[config.mk]
export PLATFORM = sky130hd
export DESIGN_NAME = operand_align_pipe
export DESIGN_NICKNAME = d
export VERILOG_FILES = /design/src/rtl/operand_align_pipe.sv
export SDC_FILE = /design/constraint.sdc
export NUM_CORES = 1
export LEC_CHECK = 0
export BUFFER_PORTS_ARGS = -buffer_cell sky130_fd_sc_hd__buf_2
export CAP_MARGIN = 20
export CORE_ASPECT_RATIO = 0.7
export CORE_MARGIN = 2
export CORE_UTILIZATION = 35
export DETAILED_ROUTE_END_ITERATION = 8
export GPL_TIMING_DRIVEN = 0
export SLEW_MARGIN = 0
export SYNTH_ARGS = -nofsm -noshare
export SYNTH_HDL_FRONTEND = slang
export SYNTH_SLANG_ARGS = --single-unit
[constraint.sdc]
create_clock -name clk_i -period 4.6 [get_ports clk_i]
set_clock_uncertainty 0.05 [all_clocks]
set_input_delay 0.69 -clock clk_i [delete_from_list [all_inputs] [get_ports clk_i]]
set_output_delay 0.69 -clock clk_i [all_outputs]
set_load 0.1 [all_outputs]
[src/rtl/operand_align_pipe.sv]
// Two-stage FP adder operand front end: classify, order by magnitude, right-align smaller mantissa.
// Build option: define OPERAND_ALIGN_SUBNORM_EN to keep subnormals (default flushes exp==0 operands to zero).
module operand_align_pipe #(
    parameter int unsigned EXP_W   = 8,
    parameter int unsigned FRAC_W  = 23,
    parameter int unsigned GUARD_W = 3,
    localparam int unsigned W      = 1 + EXP_W + FRAC_W,
    localparam int unsigned MANT_W = FRAC_W + 1,
    localparam int unsigned SMW    = MANT_W + GUARD_W
) (
    input  logic              clk_i,
    input  logic              rst_ni,
    input  logic              valid_i,
    output logic              ready_o,
    input  logic [W-1:0]      x_i,
    input  logic [W-1:0]      y_i,
    output logic              valid_o,
    input  logic              ready_i,
    output logic              swapped_o,
    output logic              big_sign_o,
    output logic              small_sign_o,
    output logic [EXP_W-1:0]  big_exp_o,
    output logic [EXP_W-1:0]  exp_diff_o,
    output logic [MANT_W-1:0] big_mant_o,
    output logic [SMW-1:0]    small_mant_o,
    output logic              inf_o,
    output logic              nan_o,
    output logic              snan_o,
    output logic              x_zero_o,
    output logic              y_zero_o
);

    localparam int unsigned KEY_W = EXP_W + FRAC_W;

    typedef struct packed {
        logic              sign;
        logic [EXP_W-1:0]  exp_eff;
        logic [MANT_W-1:0] mant;
        logic [KEY_W-1:0]  key;
        logic              inf;
        logic              nan;
        logic              snan;
        logic              zero;
    } op_t;

    typedef struct packed {
        logic              x_sign;
        logic              y_sign;
        logic [EXP_W-1:0]  x_exp;
        logic [EXP_W-1:0]  y_exp;
        logic [MANT_W-1:0] x_mant;
        logic [MANT_W-1:0] y_mant;
        logic              inf;
        logic              nan;
        logic              snan;
        logic              x_zero;
        logic              y_zero;
        logic              swap;
        logic [EXP_W-1:0]  exp_diff;
    } s1_t;

    typedef struct packed {
        logic              swapped;
        logic              big_sign;
        logic              small_sign;
        logic [EXP_W-1:0]  big_exp;
        logic [EXP_W-1:0]  exp_diff;
        logic [MANT_W-1:0] big_mant;
        logic [SMW-1:0]    small_mant;
        logic              inf;
        logic              nan;
        logic              snan;
        logic              x_zero;
        logic              y_zero;
    } s2_t;

    // Split one operand into effective fields, magnitude key and class flags.
    function automatic op_t decode(input logic [W-1:0] v);
        op_t               d;
        logic [EXP_W-1:0]  e;
        logic [FRAC_W-1:0] f;
        logic              e_max;
        logic              e_zero;
        logic              f_nz;
        d      = '0;
        e      = v[W-2 -: EXP_W];
        f      = v[FRAC_W-1:0];
        e_max  = &e;
        e_zero = ~|e;
        f_nz   = |f;
        d.sign = v[W-1];
        d.inf  = e_max & ~f_nz;
        d.nan  = e_max & f_nz;
        d.snan = e_max & f_nz & ~f[FRAC_W-1];
`ifdef OPERAND_ALIGN_SUBNORM_EN
        d.exp_eff = e_zero ? EXP_W'(1) : e;
        d.zero    = e_zero & ~f_nz;
`else
        if (e_zero) begin
            f = '0;
        end
        d.exp_eff = e;
        d.zero    = e_zero;
`endif
        d.mant = {~e_zero, f};
        d.key  = {e, f};
        return d;
    endfunction

    logic       s1_valid_q, s1_valid_d;
    logic       s2_valid_q, s2_valid_d;
    s1_t        s1_q, s1_d;
    s2_t        s2_q, s2_d;
    logic       en1, en2;

    op_t        x_dec, y_dec;
    logic       swap;

    logic [SMW-1:0] ext;
    logic [SMW-1:0] lost_mask;
    logic [SMW-1:0] shifted;

    // A stage advances when it is empty or its successor is moving.
    assign en2     = ~s2_valid_q | ready_i;
    assign en1     = ~s1_valid_q | en2;
    assign ready_o = en1;

    // Stage 1: decode, classify, compare magnitudes.
    always_comb begin
        s1_d       = s1_q;
        s1_valid_d = s1_valid_q;
        x_dec      = decode(x_i);
        y_dec      = decode(y_i);
        swap       = y_dec.key > x_dec.key;
        if (en1) begin
            s1_valid_d = valid_i;
            if (valid_i) begin
                s1_d.x_sign   = x_dec.sign;
                s1_d.y_sign   = y_dec.sign;
                s1_d.x_exp    = x_dec.exp_eff;
                s1_d.y_exp    = y_dec.exp_eff;
                s1_d.x_mant   = x_dec.mant;
                s1_d.y_mant   = y_dec.mant;
                s1_d.inf      = x_dec.inf | y_dec.inf;
                s1_d.nan      = x_dec.nan | y_dec.nan;
                s1_d.snan     = x_dec.snan | y_dec.snan;
                s1_d.x_zero   = x_dec.zero;
                s1_d.y_zero   = y_dec.zero;
                s1_d.swap     = swap;
                s1_d.exp_diff = swap ? (y_dec.exp_eff - x_dec.exp_eff)
                                     : (x_dec.exp_eff - y_dec.exp_eff);
            end
        end
    end

    // Stage 2: order operands and align the smaller mantissa with sticky.
    always_comb begin
        s2_d       = s2_q;
        s2_valid_d = s2_valid_q;
        ext        = {(s1_q.swap ? s1_q.x_mant : s1_q.y_mant), {GUARD_W{1'b0}}};
        lost_mask  = ~({SMW{1'b1}} << s1_q.exp_diff);
        if (32'(s1_q.exp_diff) >= SMW) begin
            shifted = {{(SMW-1){1'b0}}, |ext};
        end else begin
            shifted = (ext >> s1_q.exp_diff) | {{(SMW-1){1'b0}}, |(ext & lost_mask)};
        end
        if (en2) begin
            s2_valid_d = s1_valid_q;
            if (s1_valid_q) begin
                s2_d.swapped    = s1_q.swap;
                s2_d.big_sign   = s1_q.swap ? s1_q.y_sign : s1_q.x_sign;
                s2_d.small_sign = s1_q.swap ? s1_q.x_sign : s1_q.y_sign;
                s2_d.big_exp    = s1_q.swap ? s1_q.y_exp  : s1_q.x_exp;
                s2_d.exp_diff   = s1_q.exp_diff;
                s2_d.big_mant   = s1_q.swap ? s1_q.y_mant : s1_q.x_mant;
                s2_d.small_mant = shifted;
                s2_d.inf        = s1_q.inf;
                s2_d.nan        = s1_q.nan;
                s2_d.snan       = s1_q.snan;
                s2_d.x_zero     = s1_q.x_zero;
                s2_d.y_zero     = s1_q.y_zero;
            end
        end
    end

    always_ff @(posedge clk_i) begin
        if (!rst_ni) begin
            s1_valid_q <= 1'b0;
            s2_valid_q <= 1'b0;
            s1_q       <= '0;
            s2_q       <= '0;
        end else begin
            s1_valid_q <= s1_valid_d;
            s2_valid_q <= s2_valid_d;
            s1_q       <= s1_d;
            s2_q       <= s2_d;
        end
    end

    assign valid_o      = s2_valid_q;
    assign swapped_o    = s2_q.swapped;
    assign big_sign_o   = s2_q.big_sign;
    assign small_sign_o = s2_q.small_sign;
    assign big_exp_o    = s2_q.big_exp;
    assign exp_diff_o   = s2_q.exp_diff;
    assign big_mant_o   = s2_q.big_mant;
    assign small_mant_o = s2_q.small_mant;
    assign inf_o        = s2_q.inf;
    assign nan_o        = s2_q.nan;
    assign snan_o       = s2_q.snan;
    assign x_zero_o     = s2_q.x_zero;
    assign y_zero_o     = s2_q.y_zero;

endmodule

# Yosys cells after proc, flatten, opt, wreduce, memory -nomap -nowiden
# Index checks and enable logic that the tools add are counted.
# word_totals
reg_bits	157
in_bits	68
output_inout_bits	77
# op_classes
addsub	2
n_lt_le_gt_ge	2
shifts	2
n_mux	9
n_bitwise	20
n_reduce_logical	12
# ops
operator	n
$mux W24	2
$mux W23	2
$reduce_or A23 Y1	2
$gt A31 B31 Y1	1
$and A27 B27 Y27	1
$mux W27	1
$not A27 Y27	1
$or A27 B1 Y27	1
$reduce_or A27 Y1	1
$shl A27 B8 Y27 const A	1
$shr A27 B8 Y27	1
$reduce_or A24 Y1	1
$mux W8	2
$reduce_and A8 Y1	2
$reduce_or A8 Y1	2
$sub A8 B8 Y8	2
$ge A8 B5 Y1 const B	1
$and A1 B1 Y1	6
$not A1 Y1	6
$or A1 B1 Y1	5
$reduce_and A2 Y1	2
$logic_not A1 Y1	2
$mux W1	2

# Logic depth before layout (Yosys ltp)
# Gate-level depths: netlist (run 1).
# depth
word_depth	6
mapped_depth	14

# Worst setup path before layout (run 1)
# Ideal clock, no wire load.
# synth_timing
path_kind	input port to flip-flop
from	input port x_i[23]
to	register s1_q[7] in the netlist's numbering
t_arrival_ns	3.676
required_time_ns	4.434
path_slack_ns	0.758
cell_stages	13
path_buffers	1
cell_sequence	nor4_1 nand2_1 clkbuf_1 nand2_1 ha_1 nand4_1 nor3_1 a221oi_1 nand4_1 a221oi_2 a2111oi_1 or4_1 a41o_1
# synth_via
elab_chain_len	4
elab_cells_between_ends	6
# synth_lines
element	line_no	text
start: declaration	15	input logic [W-1:0] x_i,
$reduce_or A8 Y1	89	e_zero = ~|e;
$mux W23	99	if (e_zero) begin
$gt A31 B31 Y1	134	swap = y_dec.key > x_dec.key;
$mux W8 *	150	s1_d.exp_diff = swap ? (y_dec.exp_eff - x_dec.exp_eff)
end signal: assignment	190	s1_q <= '0;
end signal: assignment	195	s1_q <= s1_d;
end: declaration	112	s1_t s1_q, s1_d;
# Every way passes the cells marked *; elsewhere a longest branch is shown, timed or not.
# A chain may end at the register's enable or synchronous reset.

==> impl_summary.md, run 1 <==
Placement
The number of buffers inserted by port buffering is 144. Prior to clock tree synthesis, the placed netlist has a worst setup slack of -305 ps. After detailed placement, the total cell area comes to 10,700 sq um.

The wire-length estimate of the detail-placed layout is 29.2 mm. After detailed placement, the design holds a cell count of 1,720. Routability-driven placement finished with a final weighted congestion of 0.939.

Global routing
The via count of the first global-routing pass was 9,355. The leftover overflow at the end of global routing is 0. Across every metal layer, demand over resource in global routing totals 25.9%. The first global-routing pass estimated 56.5 mm of wire. Entering global routing, the biggest net connects 17 pins. The initial antenna violation count is 0.

Power and ir drop
In this run the static leakage power is 4.49 nW. Across the VDD grid, the largest voltage drop is 0.258 mV. Dividing total power by cell area gives a power density of 365 nW/um^2. The completed layout was analyzed and its total power is 4.12 mW.

STA
Setup total negative slack on the finished layout was measured at 0 ps. The worst path in the final design needs a cycle of 4380 ps, including I/O delays and setup. The number of endpoints failing setup at the final stage is 0. Setup repair after global routing left no endpoint under its margin.

The number of pins with negative max-slew slack in the final report was 0. In the finished design, the share of the clock period the worst path needs comes to 95.3%. On the final layout, the worst hold slack is 401 ps. The worst path meets setup with 216 ps of slack.

The worst slew margin relative to its limit is 35.1%. The final number of hold-violating endpoints came to 0. Based on the critical path, the design can be clocked at up to 228 MHz. The measured slew at the worst slew-check pin is 973 ps.

Worst setup path
The worst setup path is captured at a flip-flop. The critical path contains buffers and inverters numbering 3 combined. The critical path is of the in2reg type. In this run the number of cells on the critical path is 15. The largest individual stage delay along the critical path comes from the cell sky130_fd_sc_hd__or4_1. In this run the worst path has a maximum fanout of 10. STA classifies the critical path startpoint as a primary input. Walking the worst path, the cells encountered are buf_2 -> nor4_1 -> nand2_1 -> clkbuf_1 -> and2_1 -> ha_1 -> nand4_1 -> nor4_4 -> o31ai_1 -> and4_1 -> buf_2 -> nor2_4 -> a2111oi_1 -> or4_1 -> a41o_1. The required time of the worst setup path is 4880 ps. The critical path's most frequent cell is sky130_fd_sc_hd__buf_2.

The dominant delay contributor by cell family on the critical path is simple AND/OR/NAND/NOR gates. The arrival time of the worst setup path is 4660 ps. Counting cells, the worst reg-to-reg path comes to 10. The largest stage delay on the critical path is 530 ps.

Logic synthesis
Synthesis inferred 157 register bits. The synthesized netlist cell count is 1,212. In this run, synthesis inferred 0 flip-flops with an integrated enable. The sequential area share after synthesis is 33.0%. Averaged over all synthesized cells, the footprint is 7.85 sq um. The share of flip-flops with an asynchronous set or reset after synthesis is 0%. The number of distinct library cells after synthesis is 67.

For this run, the number of Yosys warnings is 0. The number of nets in the synthesized netlist is 1,320. In this run the cell area of the synthesized design comes to 9510 sq um. The most used flip-flop cell after synthesis is sky130_fd_sc_hd__dfxtp_1.

Worst hold path
The tightest min-delay check is of the reg2reg type. Along the worst hold path, the cell count comes to 2.

Final layout
The filler cells instantiated in the layout total 2,843. The fraction of layout instances using a drive strength above 1 is 17.1%. The final design area excluding fillers is 11,300 sq um.

The final layout contains 1,485 nets. 0 antenna diodes ended up in the layout. The area growth from synthesis to final layout is 18.7%. The number of standard cells in the layout, taps in and fillers out is 1,753.

The post-layout utilization of the core is 42.3%.

Floorplanning
The floorplan has 50 rows. In this run the vertical extent of the chip is 142 um. The total I/O pin count is 145. The die span in x is 201 um. The placeable core region is 26,700 sq um. The initial core utilization is 35.6%. The die covers 28,500 sq um.

Routing
The routed via count is 9,956. Dividing the detail-routed wire length by the instance count gives 21.1 um. The remaining antenna violation count is 0. In the routed layout, each cell is associated on average with a via count of 5.68. For this run, design rule violations remaining after detail routing come to 0. Wires add up to 37.0 mm. The length of the first detailed-routing pass in iterations is 5. The initial DRC count is 1,139.

Clock network
In this run, CTS created clock tree buffers numbering 17. The H-tree depth is 4. The clock passes through at most 2 buffers. CTS placed an instance of sky130_fd_sc_hd__clkbuf_16 at the clock tree root.

After clock tree synthesis, the flow added hold-fix buffers numbering 0. Clock-pin slew was measured on the worst setup and hold paths at 70 ps. The clock latency on the worst-skew pair is 440 ps. The TritonCTS clock tree is built. The clock sink count is 157.

Run status
The run finished with clean final reports.

Run
The tool flagged a number of max-cap violations equal to 0.
-- cell families (layout without fill, tap and decap cells) --
kind of cell	Yosys count	in the layout	share of synthesized area (%)
flip-flops	157	157	33.0
adder cells (fa/ha/maj)	40	40	5.42
XOR/XNOR	3	3	0.276
AND/OR/NAND/NOR	497	497	23.5
multiplexers	101	101	13.6
buffers and inverters	119	296	5.12
AO/OA/AOI/OAI	295	295	19.1
-- synthesized netlist by cell type (6+ instances only) --
master                     instances  share of area, %
sky130_fd_sc_hd__a211oi_1         47               3.7
sky130_fd_sc_hd__and2_1           27               1.8
sky130_fd_sc_hd__nor4_1           22               1.4
sky130_fd_sc_hd__ha_1             38               5.0
sky130_fd_sc_hd__dfxtp_1         157                33
sky130_fd_sc_hd__mux2i_1          63               6.6
sky130_fd_sc_hd__o21ai_0          46               2.4
sky130_fd_sc_hd__mux2_2           17               2.0
sky130_fd_sc_hd__inv_1            23              0.91
sky130_fd_sc_hd__nor3_1           33               1.7
sky130_fd_sc_hd__a31oi_1           6              0.39
sky130_fd_sc_hd__buf_1             7              0.28
sky130_fd_sc_hd__o211ai_1          7              0.55
sky130_fd_sc_hd__nand3_1          43               2.3
sky130_fd_sc_hd__clkbuf_1         70               2.8
sky130_fd_sc_hd__nand4_1          19               1.2
sky130_fd_sc_hd__a22oi_1          10              0.79
sky130_fd_sc_hd__nor2_1          103               4.1
sky130_fd_sc_hd__mux4_2           21               5.0
sky130_fd_sc_hd__nand2_1         223               8.8
sky130_fd_sc_hd__a21oi_1         133               7.0
sky130_fd_sc_hd__buf_2            13              0.68
sky130_fd_sc_hd__a21o_1            6              0.47
-- layer usage --
layer,vias up,track usage [%],wire [um]
met5,-,0,0
met4,0,5.34,477
met3,30,7.92,3550
met2,439,37.9,15200
met1,4815,37.3,17800
li1,4672,-,-
-- where the power goes --
part | switching (mW) | leakage, nW | total, mW | internal (mW)
clock network | 0.618 | 0.285 | 1.44 | 0.819
registers | 0.0698 | 1.29 | 1.51 | 1.44
logic | 0.838 | 2.92 | 1.18 | 0.339
total | 1.53 | 4.49 | 4.12 | 2.59
-- state kept, by name, summed over array words and instances (netlist names) --
name	count
big_mant_o	24
small_sign_o	1
big_sign_o	1
y_zero_o	1
big_exp_o	8
s1_q	80
s1_valid_q	1
exp_diff_o	8
nan_o	1
inf_o	1
swapped_o	1
valid_o	1
small_mant_o	27
snan_o	1
x_zero_o	1
-- worst register-to-register path, cell delays in order, from the launching register on --
cell                       delay [ps]
sky130_fd_sc_hd__dfxtp_1          330
sky130_fd_sc_hd__buf_6            160
sky130_fd_sc_hd__buf_12           150
sky130_fd_sc_hd__buf_2            300
sky130_fd_sc_hd__clkbuf_1         560
sky130_fd_sc_hd__a21oi_1          300
sky130_fd_sc_hd__a22o_1           360
sky130_fd_sc_hd__a211oi_1         250
sky130_fd_sc_hd__nor3_1            90
sky130_fd_sc_hd__o21ai_0          330
sky130_fd_sc_hd__a21oi_1          110
-- repair_timing --
item | CTS | global route
gates resized for setup | 0 | 1
setup endpoints to repair | 0 | 1
buffers inserted | 0 | 1
-- final timing paths --
path	from	to	slack [ps]
setup / recovery	y_i[29]	s1_q[7]	220
hold / removal	small_mant_o[11]	small_mant_o[11]	400
setup reg to reg	s1_q[0]	small_mant_o[7]	1480
hold reg to reg	small_mant_o[11]	small_mant_o[11]	400
-- layout by cell type (no fill, tap or decap), types with 3 or more instances in the layout --
| cell | Yosys | routed |
|---|---|---|
| sky130_fd_sc_hd__o21a_1 | 5 | 5 |
| sky130_fd_sc_hd__a31oi_1 | 6 | 6 |
| sky130_fd_sc_hd__clkbuf_1 | 70 | 72 |
| sky130_fd_sc_hd__a21o_1 | 6 | 6 |
| sky130_fd_sc_hd__buf_2 | 13 | 157 |
| sky130_fd_sc_hd__buf_1 | 7 | 7 |
| sky130_fd_sc_hd__nor4_1 | 22 | 22 |
| sky130_fd_sc_hd__inv_1 | 23 | 23 |
| sky130_fd_sc_hd__nor2_1 | 103 | 103 |
| sky130_fd_sc_hd__a22o_1 | 3 | 3 |
| sky130_fd_sc_hd__ha_1 | 38 | 38 |
| sky130_fd_sc_hd__a21oi_1 | 133 | 133 |
| sky130_fd_sc_hd__and2_1 | 27 | 27 |
| sky130_fd_sc_hd__nand3_1 | 43 | 43 |
| sky130_fd_sc_hd__clkbuf_16 | 0 | 17 |
| sky130_fd_sc_hd__clkinv_4 | 0 | 5 |
| sky130_fd_sc_hd__a22oi_1 | 10 | 10 |
| sky130_fd_sc_hd__nor3_1 | 33 | 33 |
| sky130_fd_sc_hd__nand4_1 | 19 | 19 |
| sky130_fd_sc_hd__a221oi_1 | 5 | 5 |
| sky130_fd_sc_hd__mux2i_1 | 63 | 63 |
| sky130_fd_sc_hd__dfxtp_1 | 157 | 157 |
| sky130_fd_sc_hd__mux2_2 | 17 | 17 |
| sky130_fd_sc_hd__or3_1 | 5 | 5 |
| sky130_fd_sc_hd__nand2_1 | 223 | 222 |
| sky130_fd_sc_hd__a211oi_1 | 47 | 47 |
| sky130_fd_sc_hd__mux4_2 | 21 | 21 |
| sky130_fd_sc_hd__inv_6 | 0 | 3 |
| sky130_fd_sc_hd__and3_1 | 4 | 4 |
| sky130_fd_sc_hd__o31ai_1 | 4 | 4 |
| sky130_fd_sc_hd__o21ai_0 | 46 | 46 |
| sky130_fd_sc_hd__o221ai_1 | 3 | 3 |
| sky130_fd_sc_hd__o211ai_1 | 7 | 7 |
| sky130_fd_sc_hd__nor2b_1 | 5 | 5 |
-- cell type report --
type	count	area [sq um]	area share, %
multi-input combinational	936	5890	52.1
sequential	157	3140	27.8
timing repair buffer	146	736	6.52
tap	364	455	4.03
clock buffer	20	447	3.96
buffer	92	385	3.41
clock inverter	11	135	1.20
inverter	27	101	0.898
No activity file was read; power rests on OpenSTA's default activity.
==> run 2: changes to the inputs <==
--- a/config.mk
+++ b/config.mk
@@ -5,7 +5,7 @@
 export SDC_FILE = /design/constraint.sdc
 export NUM_CORES = 1
 export LEC_CHECK = 0
-export BUFFER_PORTS_ARGS = -buffer_cell sky130_fd_sc_hd__buf_2
+export BUFFER_PORTS_ARGS = -buffer_cell sky130_fd_sc_hd__clkbuf_2
 export CAP_MARGIN = 20
 export CORE_ASPECT_RATIO = 0.7
 export CORE_MARGIN = 2
==> run 2 against run 1 <==
  * Via count is 0.15% lower
  * Clock-buffer cell count fell by 1
  * Combinational power about the same
  * First-iteration DRC count down 6.8%
  * Sequential cell count is the same
  * Clock power about the same
  * Wire length rose by 0.39%
  * Register-to-register slack worse by 110 ps
==> impl_summary.md, run 2 (synthesized netlist as in run 1, its figures left out) <==
Routing
The number of design rule violations left after detail routing is 0. The remaining antenna violation count is 0. The initial DRC count is 1,061. The routed via count is 9,941. The final wirelength is 37.2 mm. The average wire length per cell after detail routing is 21.2 um. For this run, the detailed router's first-pass iteration total came to 5. In the routed layout, each cell is associated on average with a via count of 5.67.

Power and ir drop
In this run the power spent charging and discharging nets is 1.57 mW. The clock network accounts for 35.1% of the total power. The total power per unit cell area is 366 nW/um^2. The leakage component of the power is 4.45 nW. The internal portion of total power is 2.56 mW.

The combinational power share is 28.5%. The worst-case IR drop observed on VDD is 0.269 mV. Power comes to 4.14 mW. Of the total power, the share spent switching nets is 38.1%.

The proportion of power drawn by flip-flops and latches is 36.4%.

Clock network
The H-tree depth is 4. The cell sitting at the root of the clock tree is a sky130_fd_sc_hd__clkbuf_16. The clock latency on the worst-skew pair is 450 ps. Counting the buffers created by CTS gives 17. The post-CTS clock slew at the launch and capture registers of the worst setup and hold paths is 70 ps. The clock sink count is 157. TritonCTS built the clock tree. The longest clock path from root to sink contains 2 buffers.

STA
Static timing analysis puts the maximum clock frequency at 234 MHz. Of the available clock period, the critical path in the final layout requires 92.8%. The measured slew at the worst slew-check pin is 925 ps. The clock period could shrink to 4270 ps.

The final hold slack is 402 ps. The worst slew margin relative to its limit is 38.3%. The number of pins with negative max-slew slack in the final report is 0. Setup violations remaining at the end of the flow were counted as 0.

The final number of hold-violating endpoints is 0. Setup repair after global routing left no endpoint under its margin.

Final layout
The final-layout fill cell count is 2,827. Once layout is done, the placed cells without fillers occupy 11,300 sq um. The register bank with the most flops is s1_q.

In the final layout, the share of cells above drive strength 1 is 17.3%. In the layout the commonest cells are sky130_fd_sc_hd__nand2_1 (222), sky130_fd_sc_hd__dfxtp_1 (157), sky130_fd_sc_hd__clkbuf_2 (144). The area growth from synthesis to final layout is 18.7%.

The register with the most flip-flops in the layout has 80 of them. The number of standard cells in the layout, taps in and fillers out is 1,754. The most common cell after layout, fill and taps aside is sky130_fd_sc_hd__nand2_1. The number of antenna diodes in the final layout is 0. At the end of the flow the core is filled with cells to 42.3%. In the final design database the tool counted 1,485 nets.

Floorplanning
For this configuration, the core starts out at a cell density of 35.6%. The die span in x is 201 um. The total I/O pin count is 145. After floorplanning, the core was sized to cover 26,700 sq um. The height of the chip is 142 um.

The die covers 28,500 sq um. Row generation in the floorplan step produced 50 rows.

Global routing
The wire length of the first global-routing pass is 56.9 mm. The via count of the first global-routing pass is 9,350. The initial antenna violation count is 0. The global-route usage over all layers is 26.1%. The leftover overflow at the end of global routing is 0. Entering global routing, the biggest net connects 17 pins.

Worst setup path
The worst setup path is launched from a primary input. In this run the register-to-register setup slack is 1370 ps. STA puts the critical path data arrival time at 4560 ps.

The end point of the critical path is s1_q[7]. STA puts the critical path data required time at 4890 ps. The critical path class is in2reg.

The depth of the worst register-to-register path is 11. Along the worst path, the maximum fanout reaches 10. The worst reg2reg path startpoint is s1_q[8]. In this run the critical register-to-register path is captured at small_mant_o[0].

In this run the worst setup path begins at x_i[24]. The capturing element type of the critical path is a flip-flop.

Placement
The number of placed instances with taps included is 1,720. The placer congestion estimate is 0.927. In this run the tool buffered the top-level ports with 144 buffer cells. The detailed placement HPWL is 29.4 mm. The placed standard-cell area is 10,700 sq um.

Run
The count of maximum capacitance violations is 0.

Worst hold path
The class of the tightest hold or removal check is reg2reg. The startpoint of the most critical hold path is small_mant_o[14].

Run status
The run finished with clean final reports.
==> run 2: changes by cell type in the layout (fill, tap and decap cells not counted), sizes merged <==
cell      change
buf         -144
clkinv        -1
clkbuf      +143
inv           +2
clkinvlp      +2
bufinv        -1
==> run 2: power by group through the flow <==
| stage | Sequential (mW) | Clock [mW] | Combinational, mW |
|---|---|---|---|
| after floorplan | 1.74 | 0 | 0.598 |
| after global routing | 1.51 | 1.53 | 1.26 |
| final | 1.51 | 1.45 | 1.18 |
| after CTS | 1.50 | 1.47 | 1.15 |
| after global placement | 1.53 | 0 | 1.15 |
| after detailed placement | 1.54 | 0 | 1.15 |
==> run 2: metrics by stage <==
step	setup WS (ps)	setup TNS, ps
6_report	330	0
5_1_grt	95.1	0
4_1_cts	156	0
3_5_place_dp	-294	-294
3_3_place_gp	-312	-312
2_1_floorplan	758	0
==> run 2: critical path: stages <==
cell	delay [ps]
sky130_fd_sc_hd__clkbuf_2	170
sky130_fd_sc_hd__nor4_1	340
sky130_fd_sc_hd__nand2_2	260
sky130_fd_sc_hd__clkbuf_1	320
sky130_fd_sc_hd__nand2_1	140
sky130_fd_sc_hd__ha_1	260
sky130_fd_sc_hd__nand4_1	240
sky130_fd_sc_hd__nor3_1	100
sky130_fd_sc_hd__a221oi_1	490
sky130_fd_sc_hd__nand4_1	260
sky130_fd_sc_hd__a221oi_2	380
sky130_fd_sc_hd__a2111oi_1	120
sky130_fd_sc_hd__or4_1	530
sky130_fd_sc_hd__a41o_1	240
==> run 2: timing repair <==
action | 4_1_cts | 5_1_grt
buffers inserted | 0 | 1
hold endpoints to repair | 0 | 0
hold buffers | 0 | 0
gates resized for setup | 0 | 1
setup endpoints to repair | 0 | 1
==> run 2: layout make-up <==
type	count	area [sq um]	area share, %
plain buffers	92	385	3.41
clock buffers	19	453	4.01
clock inverters	13	133	1.17
inverters	27	101	0.898
multi-input cells	936	5890	52.1
flip-flops and latches	157	3140	27.8
well taps	364	455	4.03
repair buffers	146	736	6.52
==> run 2: how the worst min path moves through the flow <==
stage | depth (start not counted) | slack [ps] | endpoint
6_report | 2 | 400 | small_mant_o[14]
5_1_grt | 2 | 420 | small_mant_o[15]
4_1_cts | 2 | 400 | small_mant_o[14]
3_5_place_dp | 2 | 390 | small_mant_o[14]
3_3_place_gp | 2 | 390 | s1_q[73]
2_1_floorplan | 2 | 380 | nan_o
==> run 2: per-layer routing <==
layer / vias up / part of all wire (%) / GRT usage [%]
li1: 4707 / - / -
met1: 4789 / 49 / 38.6
met2: 411 / 41 / 38.1
met3: 34 / 8.7 / 6.73
met4: 0 / 1.0 / 5.30
met5: - / 0 / 0
==> run 3: changes to the inputs <==
--- a/config.mk
+++ b/config.mk
@@ -12,6 +12,7 @@
 export CORE_UTILIZATION = 35
 export DETAILED_ROUTE_END_ITERATION = 8
 export GPL_TIMING_DRIVEN = 0
+export RECOVER_POWER = 25
 export SLEW_MARGIN = 0
 export SYNTH_ARGS = -nofsm -noshare
 export SYNTH_HDL_FRONTEND = slang
==> run 3 against run 2 <==
  * Sequential share of layout area is 0.18 points higher
  * Clock power about the same
  * Non-clock buffer count unchanged
  * Die area is the same
  * Sequential power barely moved
  * Critical path depth did not move
  * Critical endpoint unchanged
==> impl_summary.md, run 3 (synthesized netlist as in run 1, its figures left out) <==
Clock network
The post-CTS clock slew at the launch and capture registers of the worst setup and hold paths is 70 ps. The H-tree depth is 4. The clock latency on the worst-skew pair is 450 ps. The clock net in this run drives a total of 157 sinks. The number of buffers inserted during clock tree synthesis is 17.

The clock root buffer is sky130_fd_sc_hd__clkbuf_16. Counting along the longest clock path gives a buffer depth of 2. TritonCTS built the clock tree.

Routing
The first detailed-routing pass took 5 iterations. The total length of routed met3 wires is 3.52 mm. The number of design rule violations left after detail routing is 0. The routed design has 37.2 mm of wire. After detailed routing, the number of vias per cell comes to 5.68.

The routed via count is 9,955. In the final routing, the length of wire on met1 measures 17.9 mm. The remaining antenna violation count is 0.

The top metal layer carrying routed signals is met4. After detailed routing, the average wire length per cell comes to 21.2 um. Wire segments on met2 add up to 15.4 mm in the final route. The first routing iteration left 1,199 violations.

Final layout
The number of flip-flops in the largest register is 80. The final-layout fill cell count is 2,839. The layout net count is 1,485.

In the final layout, the share of cells above drive strength 1 is 13.2%. s1_q holds more flip-flops than any other register. Leaving out fill and tap cells, the most frequent cell in the layout is sky130_fd_sc_hd__nand2_1.

The repair_antennas step left the layout with diodes totalling 0. The post-layout utilization of the core is 42.0%. The area growth from synthesis to final layout is 17.9%. In the layout the commonest cells are sky130_fd_sc_hd__nand2_1 (222), sky130_fd_sc_hd__dfxtp_1 (157), sky130_fd_sc_hd__a21oi_1 (133).

Worst setup path
STA classifies the critical path endpoint as a flip-flop. Along the worst path, the maximum fanout reaches 10. The arrival time of the worst setup path is 4610 ps.

The required time of the worst setup path is 4890 ps. STA classifies the critical path startpoint as a primary input. The critical path class is in2reg.

STA
Setup violations remaining at the end of the flow were counted as 0. The post-route worst setup slack is 282 ps. The post-layout minimum cycle time is 4320 ps. Dividing the final minimum period by the clock period gives 93.9%. The final-layout setup total negative slack is 0 ps.

The maximum achievable frequency is 232 MHz. The final number of hold-violating endpoints was 0. Setup repair after global routing left no endpoint under its margin. The number of pins with negative max-slew slack in the final report is 0. Measured against its own limit, the worst slew margin works out to 20.9%. The measured slew at the worst slew-check pin is 1190 ps.

Global routing
The via count of the first global-routing pass is 9,350. The first global-routing pass estimated 56.9 mm of wire. The global-route usage over all layers is 26.1%. Summed over all layers, the global routing overflow is 0. The initial antenna violation count is 0.

The largest net degree at the start of global routing is 17.

Floorplanning
Once the floorplan was initialized, standard cells occupied 35.6% of the core. The placeable core region is 26,700 sq um. After floorplanning, the core was divided into 50 placement rows. The floorplan step set the die height to 142 um. The die area is 28,500 sq um. The die is 201 um wide. For this design the top-level I/O count stands at 145.

Run
Across the run, the number of max-cap violations was 0.

Placement
The congestion estimate from routability-driven global placement came to 0.927. The number of buffers inserted by port buffering is 144. Before CTS, the worst setup slack after placement is -294 ps. After legalization and detailed placement, the total HPWL measured 29.4 mm.

Power and ir drop
The worst-case IR drop observed on VDD is 0.266 mV. Power spread over the standard cell area amounts to 368 nW/um^2. The leakage component of the power is 4.25 nW.

Run status
The flow ran to the end, and the final reports show no timing, DRC or antenna violations.

Worst hold path
The class of the tightest hold or removal check is reg2reg.
[run 3: path summary, 6_finish.rpt]
check / startpoint / to / slack, ps / cells past startpoint
worst min register to register: small_mant_o[14] / small_mant_o[14] / 400 / 2
worst max-delay path: x_i[24] / s1_q[7] / 280 / 14
worst min-delay path: small_mant_o[14] / small_mant_o[14] / 400 / 2
worst max register to register: s1_q[8] / small_mant_o[0] / 1430 / 11
[run 3: cell type report]
cell class | instances | area (sq um) | share of cell area, %
Multi-Input combinational cell | 936 | 5890 | 52.5
Clock inverter | 13 | 133 | 1.18
Timing Repair Buffer | 146 | 663 | 5.91
Sequential cell | 157 | 3140 | 28.0
Tap cell | 364 | 455 | 4.06
Buffer | 92 | 385 | 3.43
Clock buffer | 19 | 453 | 4.04
Inverter | 27 | 101 | 0.903
[run 3: timing repair]
action / in CTS / in global routing
hold buffers: 0 / 0
endpoints found under the setup margin: 0 / 1
resized for setup: 0 / 1
buffers inserted: 0 / 1
[run 3: through the flow]
step / hold slack (ps) / total power [mW] / cells / area [sq um]
floorplan: 379 / 2.34 / 1212 / 9510
global placement: 392 / 2.69 / 1720 / 10700
detailed placement: 394 / 2.68 / 1720 / 10700
CTS: 403 / 4.12 / 1752 / 11300
global route: 424 / 4.29 / 1754 / 11200
finish: 401 / 4.13 / 1754 / 11200
[run 3: metal layers]
metal	up-vias	global-route usage, %
met4	0	5.30
li1	4693	-
met5	-	0
met1	4748	38.6
met2	482	38.1
met3	32	6.73
[run 3: report_power, final]
group | switching, mW | internal (mW) | total [mW]
Clock | 0.660 | 0.789 | 1.45
Sequential | 0.0702 | 1.44 | 1.51
Combinational | 0.840 | 0.332 | 1.17
[run 3: worst max-delay path, cell delays in order]
cell and delay [ps]:
sky130_fd_sc_hd__clkbuf_2 170, sky130_fd_sc_hd__nor4_1 340, sky130_fd_sc_hd__nand2_2 270, sky130_fd_sc_hd__clkbuf_1 330, sky130_fd_sc_hd__nand2_1 150, sky130_fd_sc_hd__ha_1 260
sky130_fd_sc_hd__nand4_1 240, sky130_fd_sc_hd__nor3_1 100, sky130_fd_sc_hd__a221oi_1 510, sky130_fd_sc_hd__nand4_1 270, sky130_fd_sc_hd__a221oi_2 380, sky130_fd_sc_hd__a2111oi_1 120
sky130_fd_sc_hd__or4_1 530, sky130_fd_sc_hd__a41o_1 250
